==> src/rtl/decode_instr_window_seq_if.sv <==
// Byte-intake, decoder-length and instruction-output bundle for the window sequencer.
interface decode_instr_window_seq_if;
    logic        flush;
    logic        in_valid;
    logic [7:0]  in_byte;
    logic        in_ready;
    logic [71:0] window;
    logic [3:0]  win_count;
    logic        dec_len_valid;
    logic [3:0]  dec_len;
    logic        out_valid;
    logic        out_ready;
    logic [71:0] out_instr;
    logic [3:0]  out_len;
    logic        err_bad_len;

    modport master (
        output flush, in_valid, in_byte, dec_len_valid, dec_len, out_ready,
        input  in_ready, window, win_count, out_valid, out_instr, out_len, err_bad_len
    );

    modport slave (
        input  flush, in_valid, in_byte, dec_len_valid, dec_len, out_ready,
        output in_ready, window, win_count, out_valid, out_instr, out_len, err_bad_len
    );
endinterface

==> src/rtl/decode_instr_window_seq.sv <==
// Buffers instruction bytes in a 9-byte window, waits for the decoder's length
// and emits that many bytes as one instruction over valid/ready.
module decode_instr_window_seq #(
    parameter int WIN_BYTES = 9
) (
    input logic                      clk,
    input logic                      rst_n,
    decode_instr_window_seq_if.slave bus
);

    typedef enum logic [1:0] {
        ST_FILL  = 2'd0,
        ST_HOLD  = 2'd1,
        ST_ERROR = 2'd2
    } state_t;

    localparam logic [3:0] FULL = 4'(WIN_BYTES);

    state_t                   state_q;
    logic [8*WIN_BYTES-1:0]   win_q;
    logic [3:0]               count_q;
    logic                     out_valid_q;
    logic [8*WIN_BYTES-1:0]   out_instr_q;
    logic [3:0]               out_len_q;
    logic                     err_q;

    logic                     in_ready;
    logic                     push;
    logic                     pop;
    logic                     len_ok;
    logic [3:0]               base;
    logic [8*WIN_BYTES-1:0]   shifted;
    logic [8*WIN_BYTES-1:0]   win_d;
    logic [3:0]               count_d;
    logic [8*WIN_BYTES-1:0]   masked;

    always_comb begin
        in_ready = (state_q != ST_ERROR) && (count_q < FULL) && !bus.flush;
        push     = bus.in_valid && in_ready;
        pop      = (state_q == ST_HOLD) && bus.out_ready;
        len_ok   = (bus.dec_len != 4'd0) && (bus.dec_len <= FULL);
    end

    // The pop is applied first so a same-cycle byte lands just above the survivors.
    always_comb begin
        base    = count_q;
        shifted = win_q;
        if (pop) begin
            base    = count_q - out_len_q;
            shifted = win_q >> {out_len_q, 3'b000};
        end
        win_d = shifted;
        for (int i = 0; i < WIN_BYTES; i++) begin
            if (push && (base == 4'(i))) begin
                win_d[8*i +: 8] = bus.in_byte;
            end
        end
        count_d = base + {3'b000, push};
    end

    always_comb begin
        masked = '0;
        for (int i = 0; i < WIN_BYTES; i++) begin
            if (4'(i) < bus.dec_len) begin
                masked[8*i +: 8] = win_q[8*i +: 8];
            end
        end
    end

    always_ff @(posedge clk or negedge rst_n) begin
        if (!rst_n) begin
            state_q     <= ST_FILL;
            win_q       <= '0;
            count_q     <= 4'd0;
            out_valid_q <= 1'b0;
            out_instr_q <= '0;
            out_len_q   <= 4'd0;
            err_q       <= 1'b0;
        end else if (bus.flush) begin
            state_q     <= ST_FILL;
            win_q       <= '0;
            count_q     <= 4'd0;
            out_valid_q <= 1'b0;
            out_instr_q <= '0;
            out_len_q   <= 4'd0;
            err_q       <= 1'b0;
        end else begin
            win_q   <= win_d;
            count_q <= count_d;
            case (state_q)
                ST_FILL: begin
                    if (bus.dec_len_valid && len_ok && (count_q >= bus.dec_len)) begin
                        out_instr_q <= masked;
                        out_len_q   <= bus.dec_len;
                        out_valid_q <= 1'b1;
                        state_q     <= ST_HOLD;
                    end else if (bus.dec_len_valid && !len_ok) begin
                        err_q   <= 1'b1;
                        state_q <= ST_ERROR;
                    end else if ((count_q == FULL) && !bus.dec_len_valid) begin
                        err_q   <= 1'b1;
                        state_q <= ST_ERROR;
                    end
                end
                ST_HOLD: begin
                    if (bus.out_ready) begin
                        out_valid_q <= 1'b0;
                        state_q     <= ST_FILL;
                    end
                end
                ST_ERROR: begin
                    state_q <= ST_ERROR;
                end
                default: begin
                    state_q <= ST_FILL;
                end
            endcase
        end
    end

    assign bus.in_ready    = in_ready;
    assign bus.window      = win_q;
    assign bus.win_count   = count_q;
    assign bus.out_valid   = out_valid_q;
    assign bus.out_instr   = out_instr_q;
    assign bus.out_len     = out_len_q;
    assign bus.err_bad_len = err_q;

endmodule
==> src/flat_wrapper.sv <==
// flat-port wrapper written by rule: the top's interface ports become plain ports
module decode_instr_window_seq_flat 
#(
    parameter int WIN_BYTES = 9
)
  (clk, rst_n, bus_flush, bus_in_valid, bus_in_byte, bus_dec_len_valid, bus_dec_len, bus_out_ready, bus_in_ready, bus_window, bus_win_count, bus_out_valid, bus_out_instr, bus_out_len, bus_err_bad_len);
  decode_instr_window_seq_if bus_i ();
  input logic clk;
  input logic rst_n;
  input wire logic [$bits(bus_i.flush)-1:0] bus_flush;
  input wire logic [$bits(bus_i.in_valid)-1:0] bus_in_valid;
  input wire logic [$bits(bus_i.in_byte)-1:0] bus_in_byte;
  input wire logic [$bits(bus_i.dec_len_valid)-1:0] bus_dec_len_valid;
  input wire logic [$bits(bus_i.dec_len)-1:0] bus_dec_len;
  input wire logic [$bits(bus_i.out_ready)-1:0] bus_out_ready;
  output wire logic [$bits(bus_i.in_ready)-1:0] bus_in_ready;
  output wire logic [$bits(bus_i.window)-1:0] bus_window;
  output wire logic [$bits(bus_i.win_count)-1:0] bus_win_count;
  output wire logic [$bits(bus_i.out_valid)-1:0] bus_out_valid;
  output wire logic [$bits(bus_i.out_instr)-1:0] bus_out_instr;
  output wire logic [$bits(bus_i.out_len)-1:0] bus_out_len;
  output wire logic [$bits(bus_i.err_bad_len)-1:0] bus_err_bad_len;
  assign bus_i.flush = bus_flush;
  assign bus_i.in_valid = bus_in_valid;
  assign bus_i.in_byte = bus_in_byte;
  assign bus_i.dec_len_valid = bus_dec_len_valid;
  assign bus_i.dec_len = bus_dec_len;
  assign bus_i.out_ready = bus_out_ready;
  assign bus_in_ready = bus_i.in_ready;
  assign bus_window = bus_i.window;
  assign bus_win_count = bus_i.win_count;
  assign bus_out_valid = bus_i.out_valid;
  assign bus_out_instr = bus_i.out_instr;
  assign bus_out_len = bus_i.out_len;
  assign bus_err_bad_len = bus_i.err_bad_len;
  decode_instr_window_seq #(.WIN_BYTES(WIN_BYTES)) u_core (.clk(clk), .rst_n(rst_n), .bus(bus_i));
endmodule
==> config.mk <==
export PLATFORM = sky130hd
export DESIGN_NAME = decode_instr_window_seq_flat
export DESIGN_NICKNAME = d
export VERILOG_FILES = /design/src/rtl/decode_instr_window_seq_if.sv /design/src/rtl/decode_instr_window_seq.sv /design/src/flat_wrapper.sv
export SDC_FILE = /design/constraint.sdc
export NUM_CORES = 1
export LEC_CHECK = 0
export BUFFER_PORTS_ARGS = -buffer_cell sky130_fd_sc_hd__buf_2
export CAP_MARGIN = 20
export CORE_UTILIZATION = 31
export CTS_CLUSTER_DIAMETER = 200
export DETAILED_ROUTE_END_ITERATION = 10
export PLACE_DENSITY = 0.48
export SETUP_SLACK_MARGIN = 0.05
export SLEW_MARGIN = 15
export SYNTH_ARGS = -nofsm -noshare
export SYNTH_HDL_FRONTEND = slang
export SYNTH_SLANG_ARGS = --single-unit
==> constraint.sdc <==
create_clock -name clk -period 2.9 [get_ports clk]
set_clock_uncertainty 0.2 [all_clocks]
set_input_delay 0.87 -clock clk [delete_from_list [all_inputs] [get_ports clk]]
set_output_delay 0.87 -clock clk [all_outputs]
set_load 0.005 [all_outputs]
==> qor.yml, run 1 <==
critical_path:
  setup.worst_path.start: "u_core.bus.win_count[0]"
  reg2reg_from: "u_core.bus.out_len[2]"
  cp_data_arrival_time_ns: 1.73
  worst_ep_required_time_ns: 1.83
  start_kind: "register"
  setup.worst_path.class: "reg2out"
  path_max_fanout: 3
  ff2ff_setup_slack_ns: 0.18
  end_kind: "primary output"
synthesis:
  synth_top_area_share_pct: 45.09
  yosysTopAreaCell: "dfrtp_1"
  postSynth.asyncResetShare_pct: 100.0
  netlist_top_cells_area: "dfrtp_1 (45%), mux2i_1 (12%), a22o_1 (6.0%), a32o_1 (2.9%), a221o_1 (2.8%)"
  synth_cell_types: 59
  ys_ff_latch: 156
  syn-num-nets: 783
  syn_inst: 755
  synth-edff-count: 0
  yosysWarnings: 0
  synth_most_common_cell: "dfrtp_1"
  synth_seq_area_share_pct: 45.09
  syn_area_per_cell_um2: 11.47
  synth_common_cells: "dfrtp_1 (156), mux2i_1 (104), a22o_1 (59)"
  synth_top_flop_cell: "dfrtp_1"
  synth_area_mm2: 0.008658
global_routing:
  grt_pass1_wl_um: 51050
  grt_max_degree: 62
  grt_use_total_pct: 24.13
  overflow: 0
  grt_pass1_vias: 7688
  antenna_found_initial: 0
route:
  vias: 7807
  vias_per_cell: 5.711
  drt-initial-drc-count: 707
  post_drt_wl_per_cell_um: 24.98
  dr.pass1.iters: 5
  drc: 0
  ant_nets: 0
  wl_um: 34150
power:
  p_seq_share_pct: 46.1
  p_int_w: 0.003463
  p_comb_share_pct: 8.6
  power_frac_clock_pct: 45.4
  p_leak_nw: 5.433
  p_sw_share_pct: 27.91
  peakVddDrop_mv: 0.3229
  power_density_mw_per_mm2: 429.5
  switching_power_w: 0.001341
placed_design:
  gp_congestion: 0.9031
  pre_cts_ws_ns: -0.05980
  hpwl_um: 24750
  io_buffers: 172
clocking:
  htree_levels: 4
  cts-root-buf: "clkbuf_16"
  clock-sinks: 156
  hold_buffers: 0
  clock_latency_ns: 0.44
  cts_tree: "done"
  clock_path_buffers: 2
  cts_made_buffers: 17
  clk_pin_slew_ns: 0.07
sta:
  period_share_pct: 96.54
  grt_setup_unrepaired: "yes"
  setup_slack_ns: 0.1002
  hold_violations: 0
  period_needed_ns: 2.800
  fmax_mhz: 357.2
  setup_tns_ns: 0
  finalSetupViolCount: 0
  worst_slew_pin_slew_ns: 0.8783
  slew_violations: 0
  maxSlewHeadroom_pct: 41.38
worst_hold_path:
  hp-class: "in2async"
layout:
  drive_gt1_share_pct: 35.78
  nets: 1010
  areaGrowthSynthToFinish_pct: 29.21
  diodes: 0
floorplanning:
  die-area_mm2: 0.02860
  rows: 60
  die-height_um: 169.1
  coreArea_mm2: 0.02718
  num_io_pins: 173
  start_util_pct: 31.86
  die_x_um: 169.1
run:
  cap_violations: 0
status:
  status: "complete, no violations"
## registers in the layout, indices dropped and copies added (netlist names)
| signal | count |
|---|---|
| u_core.bus.out_instr | 72 |
| u_core.bus.window | 72 |
| u_core.bus.out_len | 4 |
| u_core.bus.win_count | 4 |
| u_core.state_q | 2 |
| u_core.bus.err_bad_len | 1 |
| u_core.bus.out_valid | 1 |
## power groups by stage
stage               registers [W]  clock network (W)  logic, W
global route              0.00222            0.00232  0.000444
detailed placement        0.00226                  0  0.000393
floorplan                 0.00225                  0  0.000180
CTS                       0.00221            0.00223  0.000396
global placement          0.00226                  0  0.000395
finish                    0.00221            0.00218  0.000411
## placed cells by master, fill, tap and decap left out, types with 5 or more instances in the layout
cell       netlist  final
nand2_1         58     58
mux4_2           8      8
inv_6            0      6
o211ai_1        24     24
mux2_1           7      7
inv_1           12     12
buf_2           18    171
a21oi_1         16     13
o31a_1           8      8
mux2_2          18     18
dfrtp_1        156    154
buf_4            0     76
mux2i_1        104    104
clkbuf_16        0     17
a32o_1          25     25
a221oi_1         8      8
nor2_1          34     32
buf_12           0     12
o21ai_0         26     26
ha_1             9      9
a2bb2oi_1        8      8
a22oi_1         25     25
nor3_1           5      5
a2111oi_0        8      8
a221o_1         24     24
a22o_1          59     59
nor3_4           5      5
## per-layer routing
| metal | share of wire (%) | vias to the layer above | GRT usage [%] |
|---|---|---|---|
| li1 | - | 3431 | - |
| met1 | 45 | 3893 | 33.85 |
| met2 | 44 | 400 | 36.29 |
| met3 | 7.5 | 83 | 5.144 |
| met4 | 3.4 | 0 | 9.048 |
| met5 | 0 | - | 0 |
## critical path, cell delays in order, from the launching register on
cell and delay (ns):
dfrtp_1 0.39, buf_6 0.12, or3_4 0.37, a221oi_4 0.26, buf_2 0.15
## stage by stage
stage	power (W)	utilization [%]	instances	hold WS [ns]	cell area, um2
after CTS	0.004840	40.52	1353	0.1502	11010
after global routing	0.004984	41.16	1367	0.1620	11190
after detailed placement	0.002649	38.41	1318	0.2803	10440
after floorplan	0.002429	-	755	0.2738	8685
after global placement	0.002651	38.40	1318	0.2721	10440
final	0.004804	41.16	1367	0.1417	11190
## final cells by class
class | count | area, um2
timing repair buffer | 262 | 1700
fill | 2619 | 15990
clock inverter | 15 | 126.4
clock buffer | 17 | 425.4
multi-input combinational | 531 | 4508
tap | 372 | 465.4
sequential | 156 | 3906
inverter | 14 | 55.05
## path summary, 6_finish.rpt
kind	to	cells past startpoint
max	bus_in_ready	4
min	u_core.bus.win_count[0]	1
max reg2reg	u_core.bus.window[71]	11
min reg2reg	u_core.bus.out_instr[52]	1
max in group asynchronous	u_core.bus.out_len[0]	2
min in group clk	u_core.bus.out_instr[52]	1
## cell families after synthesis
kind of cell,after synthesis,synth area share [%]
buf+inv,68,3.208
mux,137,17.36
fa+ha+maj,10,1.532
xor+xnor,5,0.8094
flops,156,45.09
simple gates,131,8.324
compound gates,248,23.69
## what timing repair did
| item | 4_1_cts | 5_1_grt |
|---|---|---|
| gates cloned | 0 | 0 |
| endpoints found under the setup margin | 13 | 49 |
| pin swaps | 3 | 6 |
| endpoints found under the hold margin | 0 | 0 |
| gates resized for setup | 1 | 4 |
| buffers inserted | 3 | 14 |
Power figures use the tool's default switching activity.
==> run 2: changes to the inputs <==
Settings changed: PLACE_DENSITY 0.48 to 0.61.
==> run 2 against run 1 <==
  * Cell area grew 0.51%
  * Via count is 0.26% lower
  * Clock-buffer cell count rose by 3
  * Utilization increased by 0.21 points
  * First-iteration DRC count shrank 8.2%
  * Critical endpoint unchanged
  * Highest routed layer is now met5
  * Critical path type unchanged
  * Die area unchanged
  * Routed wire length fell by 3.9%
  * Non-clock buffer count fell by 4
  * Register-to-register slack worse by 0.02 ns
==> qor.yml, run 2 (synthesis results as in run 1) <==
clocking:
  hold_buffers: 0  # unchanged
  cts_made_buffers: 17  # unchanged
  cts-root-buf: "clkbuf_16"
  clock-sinks: 156  # unchanged
  clock_path_buffers: 2  # unchanged
  cts_tree: "done"
  clock_latency_ns: 0.43  # about the same
  htree_levels: 4  # unchanged
  clk_pin_slew_ns: 0.07  # about the same
route:
  ant_nets: 0  # unchanged
  vias: 7787  # -0.26%
  dr.pass1.iters: 7  # +2
  drc: 0  # unchanged
  post_drt_wl_per_cell_um: 24.07  # -3.6%
  vias_per_cell: 5.713  # about the same
  drt-initial-drc-count: 649  # -8.2%
  wl_um: 32810  # -3.9%
floorplanning:
  num_io_pins: 173  # unchanged
  die_x_um: 169.1  # unchanged
  die-area_mm2: 0.02860  # unchanged
  start_util_pct: 31.86  # unchanged
  coreArea_mm2: 0.02718  # unchanged
  rows: 60  # unchanged
  die-height_um: 169.1  # unchanged
critical_path:
  start_kind: "register"
  reg2reg_depth: 9  # -2
  setup.worst_path.class: "reg2out"
  path_max_fanout: 3  # unchanged
  reg2reg_from: "u_core.bus.win_count[0]"
  end_kind: "primary output"
  cp_data_arrival_time_ns: 1.73  # about the same
  ff2ff_setup_slack_ns: 0.16  # -0.02 ns
  worst_ep_required_time_ns: 1.83  # about the same
  r2r-end: "u_core.bus.window[56]"
sta:
  fmax_mhz: 357.1  # about the same
  hold_slack_ns: 0.2021  # +0.06038 ns
  hold_violations: 0  # unchanged
  maxSlewHeadroom_pct: 38.11  # -3.3 points
  worst_slew_pin_slew_ns: 0.9249  # +0.04657 ns
  setup_slack_ns: 0.09958  # -0.0006304 ns
  period_needed_ns: 2.800  # +0.0006304 ns
  finalSetupViolCount: 0  # unchanged
  grt_setup_unrepaired: "yes"
  slew_violations: 0  # unchanged
  period_share_pct: 96.57  # about the same
layout:
  layout_commonest_cell: "buf_2"
  diodes: 0  # unchanged
  final_area_mm2: 0.01124  # +0.51%
  areaGrowthSynthToFinish_pct: 29.87
  layout_common_cells: "buf_2 (172), dfrtp_1 (154), mux2i_1 (104)"
  drive_gt1_share_pct: 35.12  # -0.66 points
  nets: 1006  # -0.40%
power:
  p_leak_nw: 5.450  # +0.30%
  peakVddDrop_mv: 0.3117  # -3.5%
  power_w: 0.005084  # +5.8%
  power_density_mw_per_mm2: 452.1  # +5.3%
placed_design:
  placed_cell_area_mm2: 0.01045  # about the same
  pre_cts_ws_ns: -0.1402  # -0.08036 ns
  hpwl_um: 24040  # -2.9%
  gp_congestion: 0.9210  # +2.0%
  io_buffers: 172  # unchanged
run:
  cap_violations: 0  # unchanged
global_routing:
  grt_pass1_wl_um: 49120  # -3.8%
  overflow: 0  # unchanged
  grt_use_total_pct: 23.26  # -0.87 points
  grt_max_degree: 60  # -3.2%
  grt_pass1_vias: 7589  # -1.3%
  antenna_found_initial: 0  # unchanged
worst_hold_path:
  hp-class: "in2async"
status:
  status: "complete, no violations"
run 2: cell count changes in the layout (fill, tap and decap cells not counted), sizes merged:
cell,previous run,this run
clkinv,2,4
clkinvlp,4,3
buf,262,258
bufinv,0,4
clkbuf,17,20
inv,23,15
run 2: power by group:
part	internal [W]	total [W]	switching [W]
registers	0.00219	0.00222	0.0000247
clock network	0.00150	0.00246	0.000968
logic	0.000149	0.000403	0.000254
total	0.00384	0.00508	0.00125
run 2: layout make-up:
| type | instances | area, um2 |
|---|---|---|
| clock buffer | 20 | 456.7 |
| clock inverter | 12 | 186.4 |
| fill | 2658 | 15930 |
| inverter | 14 | 55.05 |
| multi-input combinational | 531 | 4494 |
| sequential | 156 | 3906 |
| tap | 372 | 465.4 |
| timing repair buffer | 258 | 1680 |
run 2: per-layer routing:
| metal | GRT usage [%] | up-vias | share of wire [%] | wire length [um] |
|---|---|---|---|---|
| met3 | 6.313 | 65 | 8.5 | 2797 |
| met4 | 8.421 | 2 | 2.6 | 865 |
| met5 | 1.391 | - | 0.18 | 58 |
| met2 | 35.82 | 417 | 45 | 14910 |
| met1 | 31.09 | 3890 | 43 | 14180 |
| li1 | - | 3413 | - | - |
run 2: metrics by stage:
| step | cells | TNS [ns] | utilization, % |
|---|---|---|---|
| floorplan | 755 | 0 | - |
| global placement | 1316 | -8.612 | 38.39 |
| detailed placement | 1318 | -6.878 | 38.43 |
| CTS | 1351 | 0 | 40.83 |
| global route | 1363 | -0.0002143 | 41.38 |
| finish | 1363 | 0 | 41.38 |
run 2: worst max path at each step:
stage	startpoint	endpoint	slack, ns	depth (start not counted)
6_report	u_core.bus.win_count[0]	bus_in_ready	0.1	4
3_3_place_gp	bus_dec_len[0]	u_core.bus.out_instr[68]	-0.31	8
5_1_grt	u_core.bus.win_count[0]	u_core.bus.window[68]	-0.0002	11
2_1_floorplan	u_core.bus.out_len[1]	u_core.bus.window[57]	0.06	11
4_1_cts	u_core.bus.win_count[1]	bus_in_ready	0.07	3
3_5_place_dp	bus_dec_len[0]	u_core.bus.out_len[3]	-0.14	9
run 2: repair_timing:
action / 4_1_cts / 5_1_grt
pin swaps: 2 / 6
resized for setup: 1 / 2
setup endpoints to repair: 2 / 33
buffers inserted: 1 / 12
run 2: critical path: stages (launching register included):
cell      delay, ns
dfrtp_1        0.39
buf_6          0.12
or3_4          0.37
a221oi_4       0.27
buf_2          0.15
